## src/rtl/race_pkg.sv

```systemverilog
// rtl/race_pkg.sv - shared game-flow state encodings, winner codes and race-time limit
package race_pkg;

    // 3-bit game state bus, also consumed by OperationEncoder and PhysicsEngine
    localparam logic [2:0] IDLE      = 3'd0;
    localparam logic [2:0] COUNTDOWN = 3'd2;
    localparam logic [2:0] RACING    = 3'd4;
    localparam logic [2:0] PAUSED    = 3'd5;
    localparam logic [2:0] FINISH    = 3'd6;

    localparam logic [1:0] WIN_NONE  = 2'b00;
    localparam logic [1:0] WIN_P1    = 2'b01;
    localparam logic [1:0] WIN_P2    = 2'b10;
    localparam logic [1:0] WIN_TIE   = 2'b11;

    // race timer saturates at four decimal digits of deciseconds
    localparam logic [13:0] DS_MAX   = 14'd9999;

endpackage

```

## src/rtl/race_tick_gen.sv

```systemverilog
// rtl/race_tick_gen.sv - decisecond prescaler plus decade counter for second ticks
// Ports:
//   clk_i, rst_ni  clock, asynchronous active-low reset
//   clr_i          zero both counters (wins over en_i)
//   en_i           advance counters; when low the counters hold their value
//   ds_tick_o      one-cycle pulse every DIV enabled cycles
//   s_tick_o       one-cycle pulse on every 10th ds_tick_o
module race_tick_gen #(
    parameter int unsigned DIV = 10
) (
    input  logic clk_i,
    input  logic rst_ni,
    input  logic clr_i,
    input  logic en_i,
    output logic ds_tick_o,
    output logic s_tick_o
);

    localparam int unsigned    PW       = (DIV > 1) ? $clog2(DIV) : 1;
    localparam logic [PW-1:0]  PRE_LAST = PW'(DIV - 1);

    logic [PW-1:0] pre_q, pre_d;
    logic [3:0]    dec_q, dec_d;

    // ticks do not look at clr_i: the controller derives clr_i from a tick
    assign ds_tick_o = en_i && (pre_q == PRE_LAST);
    assign s_tick_o  = ds_tick_o && (dec_q == 4'd9);

    always_comb begin
        pre_d = pre_q;
        dec_d = dec_q;
        if (clr_i) begin
            pre_d = '0;
            dec_d = '0;
        end else if (en_i) begin
            if (ds_tick_o) begin
                pre_d = '0;
                dec_d = (dec_q == 4'd9) ? 4'd0 : dec_q + 4'd1;
            end else begin
                pre_d = pre_q + PW'(1);
            end
        end
    end

    always_ff @(posedge clk_i or negedge rst_ni) begin
        if (!rst_ni) begin
            pre_q <= '0;
            dec_q <= '0;
        end else begin
            pre_q <= pre_d;
            dec_q <= dec_d;
        end
    end

endmodule

```

## src/rtl/race_controller.sv

```systemverilog
// rtl/race_controller.sv - game-flow FSM: countdown, race timer, checkpoint-gated laps, pause, winner
// Ports:
//   clk_i, rst_ni              clock, asynchronous active-low reset
//   start_key_i, pause_key_i   key levels; acted on at their rising edge only
//   p1_line_i, p1_cp_i         P1 on start/finish line tiles, on checkpoint tiles (levels)
//   p2_line_i, p2_cp_i         same for P2
//   state_o                    game state (race_pkg encodings)
//   countdown_o                seconds left in COUNTDOWN, else 0
//   race_ds_o                  race time in deciseconds, saturating at DS_MAX
//   p1_laps_o, p2_laps_o       completed laps
//   winner_o                   none / P1 / P2 / tie
module race_controller
    import race_pkg::*;
#(
    parameter int unsigned CLK_HZ        = 100_000_000,
    parameter int unsigned LAPS          = 3,
    parameter int unsigned COUNT_FROM    = 3,
    parameter int unsigned FINISH_HOLD_S = 5
) (
    input  logic        clk_i,
    input  logic        rst_ni,
    input  logic        start_key_i,
    input  logic        pause_key_i,
    input  logic        p1_line_i,
    input  logic        p1_cp_i,
    input  logic        p2_line_i,
    input  logic        p2_cp_i,
    output logic [2:0]  state_o,
    output logic [3:0]  countdown_o,
    output logic [13:0] race_ds_o,
    output logic [2:0]  p1_laps_o,
    output logic [2:0]  p2_laps_o,
    output logic [1:0]  winner_o
);

    localparam int unsigned       HOLD_W      = (FINISH_HOLD_S > 0) ? $clog2(FINISH_HOLD_S + 1) : 1;
    localparam logic [HOLD_W-1:0] HOLD_MAX    = HOLD_W'(FINISH_HOLD_S);
    localparam logic [2:0]        LAPS_WIN    = 3'(LAPS);
    localparam logic [3:0]        COUNT_START = 4'(COUNT_FROM);

    logic [2:0]        state_q, state_d;
    logic [3:0]        countdown_q, countdown_d;
    logic [13:0]       race_ds_q, race_ds_d;
    logic [1:0][2:0]   laps_q, laps_d, laps_inc;
    logic [1:0]        cp_q, cp_d;
    logic [1:0]        winner_q, winner_d;
    logic [HOLD_W-1:0] hold_q, hold_d;
    logic [5:0]        key_prev_q;

    logic [5:0] key_now, key_rise;
    logic [1:0] line_e, cp_e, lap_hit, done;
    logic       start_e, pause_e, hold_done;
    logic       tick_clr, tick_en, ds_tick, s_tick;

    assign key_now  = {pause_key_i, start_key_i, p2_cp_i, p2_line_i, p1_cp_i, p1_line_i};
    assign key_rise = key_now & ~key_prev_q;
    assign line_e   = {key_rise[2], key_rise[0]};
    assign cp_e     = {key_rise[3], key_rise[1]};
    assign start_e  = key_rise[4];
    assign pause_e  = key_rise[5];
    assign hold_done = (hold_q == HOLD_MAX);

    // index 0 = P1, index 1 = P2; the lap test sees the flag before this cycle's cp edge
    for (genvar p = 0; p < 2; p++) begin : g_player
        assign lap_hit[p]  = line_e[p] & cp_q[p];
        assign laps_inc[p] = laps_q[p] + {2'b00, lap_hit[p]};
        assign done[p]     = lap_hit[p] && (laps_inc[p] == LAPS_WIN);
    end

    race_tick_gen #(
        .DIV (CLK_HZ / 10)
    ) u_tick (
        .clk_i     (clk_i),
        .rst_ni    (rst_ni),
        .clr_i     (tick_clr),
        .en_i      (tick_en),
        .ds_tick_o (ds_tick),
        .s_tick_o  (s_tick)
    );

    always_ff @(posedge clk_i or negedge rst_ni) begin
        if (!rst_ni) begin
            state_q <= IDLE;
        end else begin
            state_q <= state_d;
        end
    end

    always_comb begin
        state_d = state_q;
        case (state_q)
            IDLE:      if (start_e) state_d = COUNTDOWN;
            COUNTDOWN: if (s_tick && countdown_q <= 4'd1) state_d = RACING;
            RACING: begin
                // a finishing lap outranks a simultaneous pause
                if (|done)        state_d = FINISH;
                else if (pause_e) state_d = PAUSED;
            end
            PAUSED:    if (pause_e) state_d = RACING;
            FINISH:    if (start_e && hold_done) state_d = IDLE;
            default:   state_d = IDLE;
        endcase
    end

    always_comb begin
        tick_clr    = 1'b0;
        tick_en     = 1'b0;
        countdown_d = countdown_q;
        race_ds_d   = race_ds_q;
        laps_d      = laps_q;
        cp_d        = cp_q;
        winner_d    = winner_q;
        hold_d      = '0;
        case (state_q)
            IDLE: begin
                tick_clr = 1'b1;
                if (start_e) begin
                    countdown_d = COUNT_START;
                    race_ds_d   = '0;
                    laps_d      = '0;
                    cp_d        = '0;
                    winner_d    = WIN_NONE;
                end
            end
            COUNTDOWN: begin
                tick_en  = 1'b1;
                tick_clr = (state_d == RACING);
                if (s_tick) countdown_d = (countdown_q > 4'd1) ? countdown_q - 4'd1 : 4'd0;
            end
            RACING: begin
                tick_en = 1'b1;
                if (ds_tick && race_ds_q != DS_MAX) race_ds_d = race_ds_q + 14'd1;
                laps_d = laps_inc;
                cp_d   = cp_e | (cp_q & ~line_e);
                if (done == 2'b11)  winner_d = WIN_TIE;
                else if (done[0])   winner_d = WIN_P1;
                else if (done[1])   winner_d = WIN_P2;
            end
            PAUSED: begin
                // everything frozen; edges seen here are simply dropped
            end
            FINISH: begin
                tick_en = 1'b1;
                hold_d  = hold_q;
                if (s_tick && !hold_done) hold_d = hold_q + HOLD_W'(1);
                if (start_e && hold_done) begin
                    race_ds_d = '0;
                    laps_d    = '0;
                    cp_d      = '0;
                    winner_d  = WIN_NONE;
                    hold_d    = '0;
                end
            end
            default: begin
                tick_clr    = 1'b1;
                countdown_d = '0;
                race_ds_d   = '0;
                laps_d      = '0;
                cp_d        = '0;
                winner_d    = WIN_NONE;
            end
        endcase
    end

    always_ff @(posedge clk_i or negedge rst_ni) begin
        if (!rst_ni) begin
            countdown_q <= '0;
            race_ds_q   <= '0;
            laps_q      <= '0;
            cp_q        <= '0;
            winner_q    <= WIN_NONE;
            hold_q      <= '0;
            key_prev_q  <= '0;
        end else begin
            countdown_q <= countdown_d;
            race_ds_q   <= race_ds_d;
            laps_q      <= laps_d;
            cp_q        <= cp_d;
            winner_q    <= winner_d;
            hold_q      <= hold_d;
            key_prev_q  <= key_now;
        end
    end

    assign state_o     = state_q;
    assign countdown_o = countdown_q;
    assign race_ds_o   = race_ds_q;
    assign p1_laps_o   = laps_q[0];
    assign p2_laps_o   = laps_q[1];
    assign winner_o    = winner_q;

endmodule

```

## config.mk

```make
export PLATFORM = sky130hd
export DESIGN_NAME = race_controller
export DESIGN_NICKNAME = d
export VERILOG_FILES = /design/src/rtl/race_pkg.sv /design/src/rtl/race_tick_gen.sv /design/src/rtl/race_controller.sv
export SDC_FILE = /design/constraint.sdc
export NUM_CORES = 1
export LEC_CHECK = 0
export CORE_ASPECT_RATIO = 0.5
export CORE_MARGIN = 2
export CORE_UTILIZATION = 25
export CTS_CLUSTER_DIAMETER = 50
export DETAILED_ROUTE_END_ITERATION = 10
export PLACE_DENSITY_LB_ADDON = 0.25
export SKIP_LAST_GASP = 1
export SYNTH_ARGS = -nofsm -noshare
export SYNTH_HDL_FRONTEND = slang
export SYNTH_SLANG_ARGS = --single-unit
```

## constraint.sdc

```tcl
create_clock -name clk_i -period 4.87 [get_ports clk_i]
set_input_delay 1.2175 -clock clk_i [delete_from_list [all_inputs] [get_ports clk_i]]
set_output_delay 1.2175 -clock clk_i [all_outputs]
set_load 0.03 [all_outputs]
```

==> flow_summary.ini <==
[status]
status = finished, final reports clean

[final_layout]
layout-drive-gt1-share_pct = 6.70
num_antenna_cells = 0
multi_input_comb_area_mm2 = 0.00183
final_area_mm2 = 0.00452
final_cell_count_no_fill = 631
regArea_mm2 = 0.00170
fin_nets = 449
fillers = 1523
area_growth_pct = 24.3
fin_util_pct = 31.5

[clock_tree]
cts_setup_buffers = 0
cts-root-buf = clkbuf_16
numCtsBuffers = 9
cts_tree = done
cts.sinks = 68
ctsHoldBuffers = 0
cts_resized = 0
clk_pin_slew_ns = 0.06
clock_latency_ns = 0.33
clock_tree.buffer_depth = 2
h-tree-depth = 3

[detailed_routing]
ant_nets = 0
drt_drc_violations_left = 0
vias = 3008
drtPass1Iterations = 4
avgRoutedWirePerCell_um = 13.7
drt_iter0_markers = 172
viasPerCell = 4.77
routed_wl_um = 8680

[global_route]
grt_pass1_wl_um = 14500
antenna_found_initial = 0
overflow = 0
grt_max_degree = 38
grt_pass1_vias = 2854
grt_use_total_pct = 11.7

[setup_path]
path_cells = clkdlybuf4s50_1 > nor3b_1 > o221ai_1 > buf_4 > or4_4 > or4_1 > a21oi_1
cp-end-kind = flop
arrival_ns = 3.69
cp-startpoint = start_key_i
worst_path_max_delay_cell = or4_4
setup.worst_path.start_class = input port
r2r-start = u_tick.pre_q[7]
critPathRequiredTime_ns = 5.12
path_class = input port to flop
slowest_delay_ns = 0.57
cp_max_fo = 17

[yosys]
yosysMostFrequentCell = dfrtp_1
netlist_instances = 387
ys_top_cells_by_count = 68 x dfrtp_1, 40 x nor2_1, 29 x nand2_1
synth_edf_count = 0
async_reset_ff_share_pct = 100
synth_compound_area_share_pct = 13.0
synth_fa_ha_area_share_pct = 4.13
synth_fp_nets = 407
synth_flop_cell = dfrtp_1
yosysTopAreaCellShare_pct = 46.8
synth.area.mux_share_pct = 0.894
synth_area_leader_cell = dfrtp_1
yosys.area_share.simple_pct = 26.6
synth_cell_types = 46
ys_seq_elements = 68
syn_area_per_cell_um2 = 9.40
synth_area_leaders = dfrtp_1 47%, ha_1 4.1%, nor2_1 4.1%, xor2_1 4.1%, a21oi_1 3.9%
synth_xor_area_share_pct = 5.78
synth_top_family_by_area = simple AND/OR/NAND/NOR gates
synth_area_mm2 = 0.00364
ys_warn_count = 0
yosysSeqAreaShare_pct = 46.8

[placed_design]
place_congestion = 0.779
hpwl_um = 5900
port_buffers = 36
dp.cells = 616
dpl_cell_area_mm2 = 0.00424
post-place-ws_ns = 1.08

[min_path]
worstHoldStart = key_prev_q[1]
min_path_type = flop to flop

[pwr]
swShare_pct = 33.7
combPwrFrac_pct = 26.6
p_seq_share_pct = 38.6
ir_drop_mv = 0.188
p_sw_uw = 625
leakagePower_nw = 1.89
power.total_mw = 1.85
clkPwrFrac_pct = 34.7
p_int_mw = 1.23
power_density_mw_per_mm2 = 410

[sta]
fin_crit_sh_pct = 70.6
max_slew_margin_pct = 26.8
setup_viol = 0
hold_viol_final = 0
period_needed_ns = 3.44
hold_ws_ns = 0.478
worst_slack_ns = 1.43
max_freq_mhz = 291
setup_tns_ns = 0
drv_slew = 0
worst_slew_pin_slew_ns = 1.09
skew_ns = 0.00565
rsz0062_at_grt = no

[flow_run]
max_cap_viol_count = 0

[die]
die_h_um = 89.3
die-area_mm2 = 0.0156
fp-row-count = 31
ios = 37
die_w_um = 175
core_mm2 = 0.0144
initial_core_util_pct = 25.4
-- state kept, by name, summed over array words and instances, names as in the netlist --
| name | count |
|---|---|
| p2_laps_o | 3 |
| countdown_o | 4 |
| u_tick.dec_q | 4 |
| winner_o | 2 |
| race_ds_o | 14 |
| state_o | 3 |
| u_tick.pre_q | 24 |
| key_prev_q | 6 |
| p1_laps_o | 3 |
| cp_q | 2 |
| hold_q | 3 |
-- logic make-up after synthesis --
group	Yosys count
simple gates	175
compound gates	79
flops	68
buf+inv	26
xor+xnor	24
fa+ha+maj	12
mux	3
-- per-layer routing --
layer | wire length, um | up-vias | GRT usage (%)
met5 | 0 | - | 0
met4 | 78 | 0 | 3.64
met3 | 333 | 7 | 3.27
met2 | 3970 | 46 | 18.9
met1 | 4300 | 1458 | 15.6
li1 | - | 1497 | -
-- critical path: cells and delay by family --
| family | cells | cell delay, ns |
|---|---|---|
| buffers and inverters | 2 | 0.73 |
| AOI/OAI and AO/OA | 2 | 0.34 |
| and+or+nand+nor | 3 | 1.40 |
-- path summary, 6_finish.rpt --
path	end	cells after the start	slack (ns)
setup reg to reg	u_tick.dec_q[0]	6	1.82
setup / recovery	race_ds_o[9]	7	1.43
min in group asynchronous	u_tick.pre_q[5]	1	0.97
max in group asynchronous	race_ds_o[4]	2	2.94
hold reg to reg	cp_q[0]	2	0.48
hold / removal	cp_q[0]	2	0.48
-- cells in the final DEF, fill, tap and decap left out, drive strengths merged, types with 2 or more instances in the layout --
cell	synthesis	routed
a211oi	2	2
a21oi	28	28
a22o	4	4
a31oi	2	2
and3	6	6
and3b	3	3
and4	4	4
and4b	2	2
buf	1	7
clkbuf	10	13
clkdlybuf4s50	0	35
dfrtp	68	68
ha	12	12
inv	15	15
mux2	2	2
nand2	29	29
nand2b	9	9
nand3	17	17
nand3b	4	4
nand4	16	16
nor2	40	40
nor2b	2	2
nor3	6	6
nor3b	2	2
nor4	4	4
o211ai	5	5
o21ai	22	22
o22ai	5	5
o31ai	5	5
or2	4	4
or3	12	12
or4	10	10
xnor2	7	7
xor2	17	17
-- cell type report --
class / instances / area share, %
well taps: 198 / 5.48
clock buffers: 13 / 5.53
clock inverters: 2 / 0.775
multi-input cells: 293 / 40.5
inverters: 15 / 1.24
flip-flops and latches: 68 / 37.6
repair buffers: 42 / 8.85
-- power by group through the flow --
stage / Combinational (mW) / Clock (mW) / Sequential, mW
floorplan: 0.288 / 0 / 0.751
global placement: 0.499 / 0 / 0.727
detailed placement: 0.499 / 0 / 0.726
CTS: 0.501 / 0.659 / 0.717
global route: 0.555 / 0.687 / 0.732
finish: 0.493 / 0.643 / 0.716
Power figures use the tool's default switching activity.
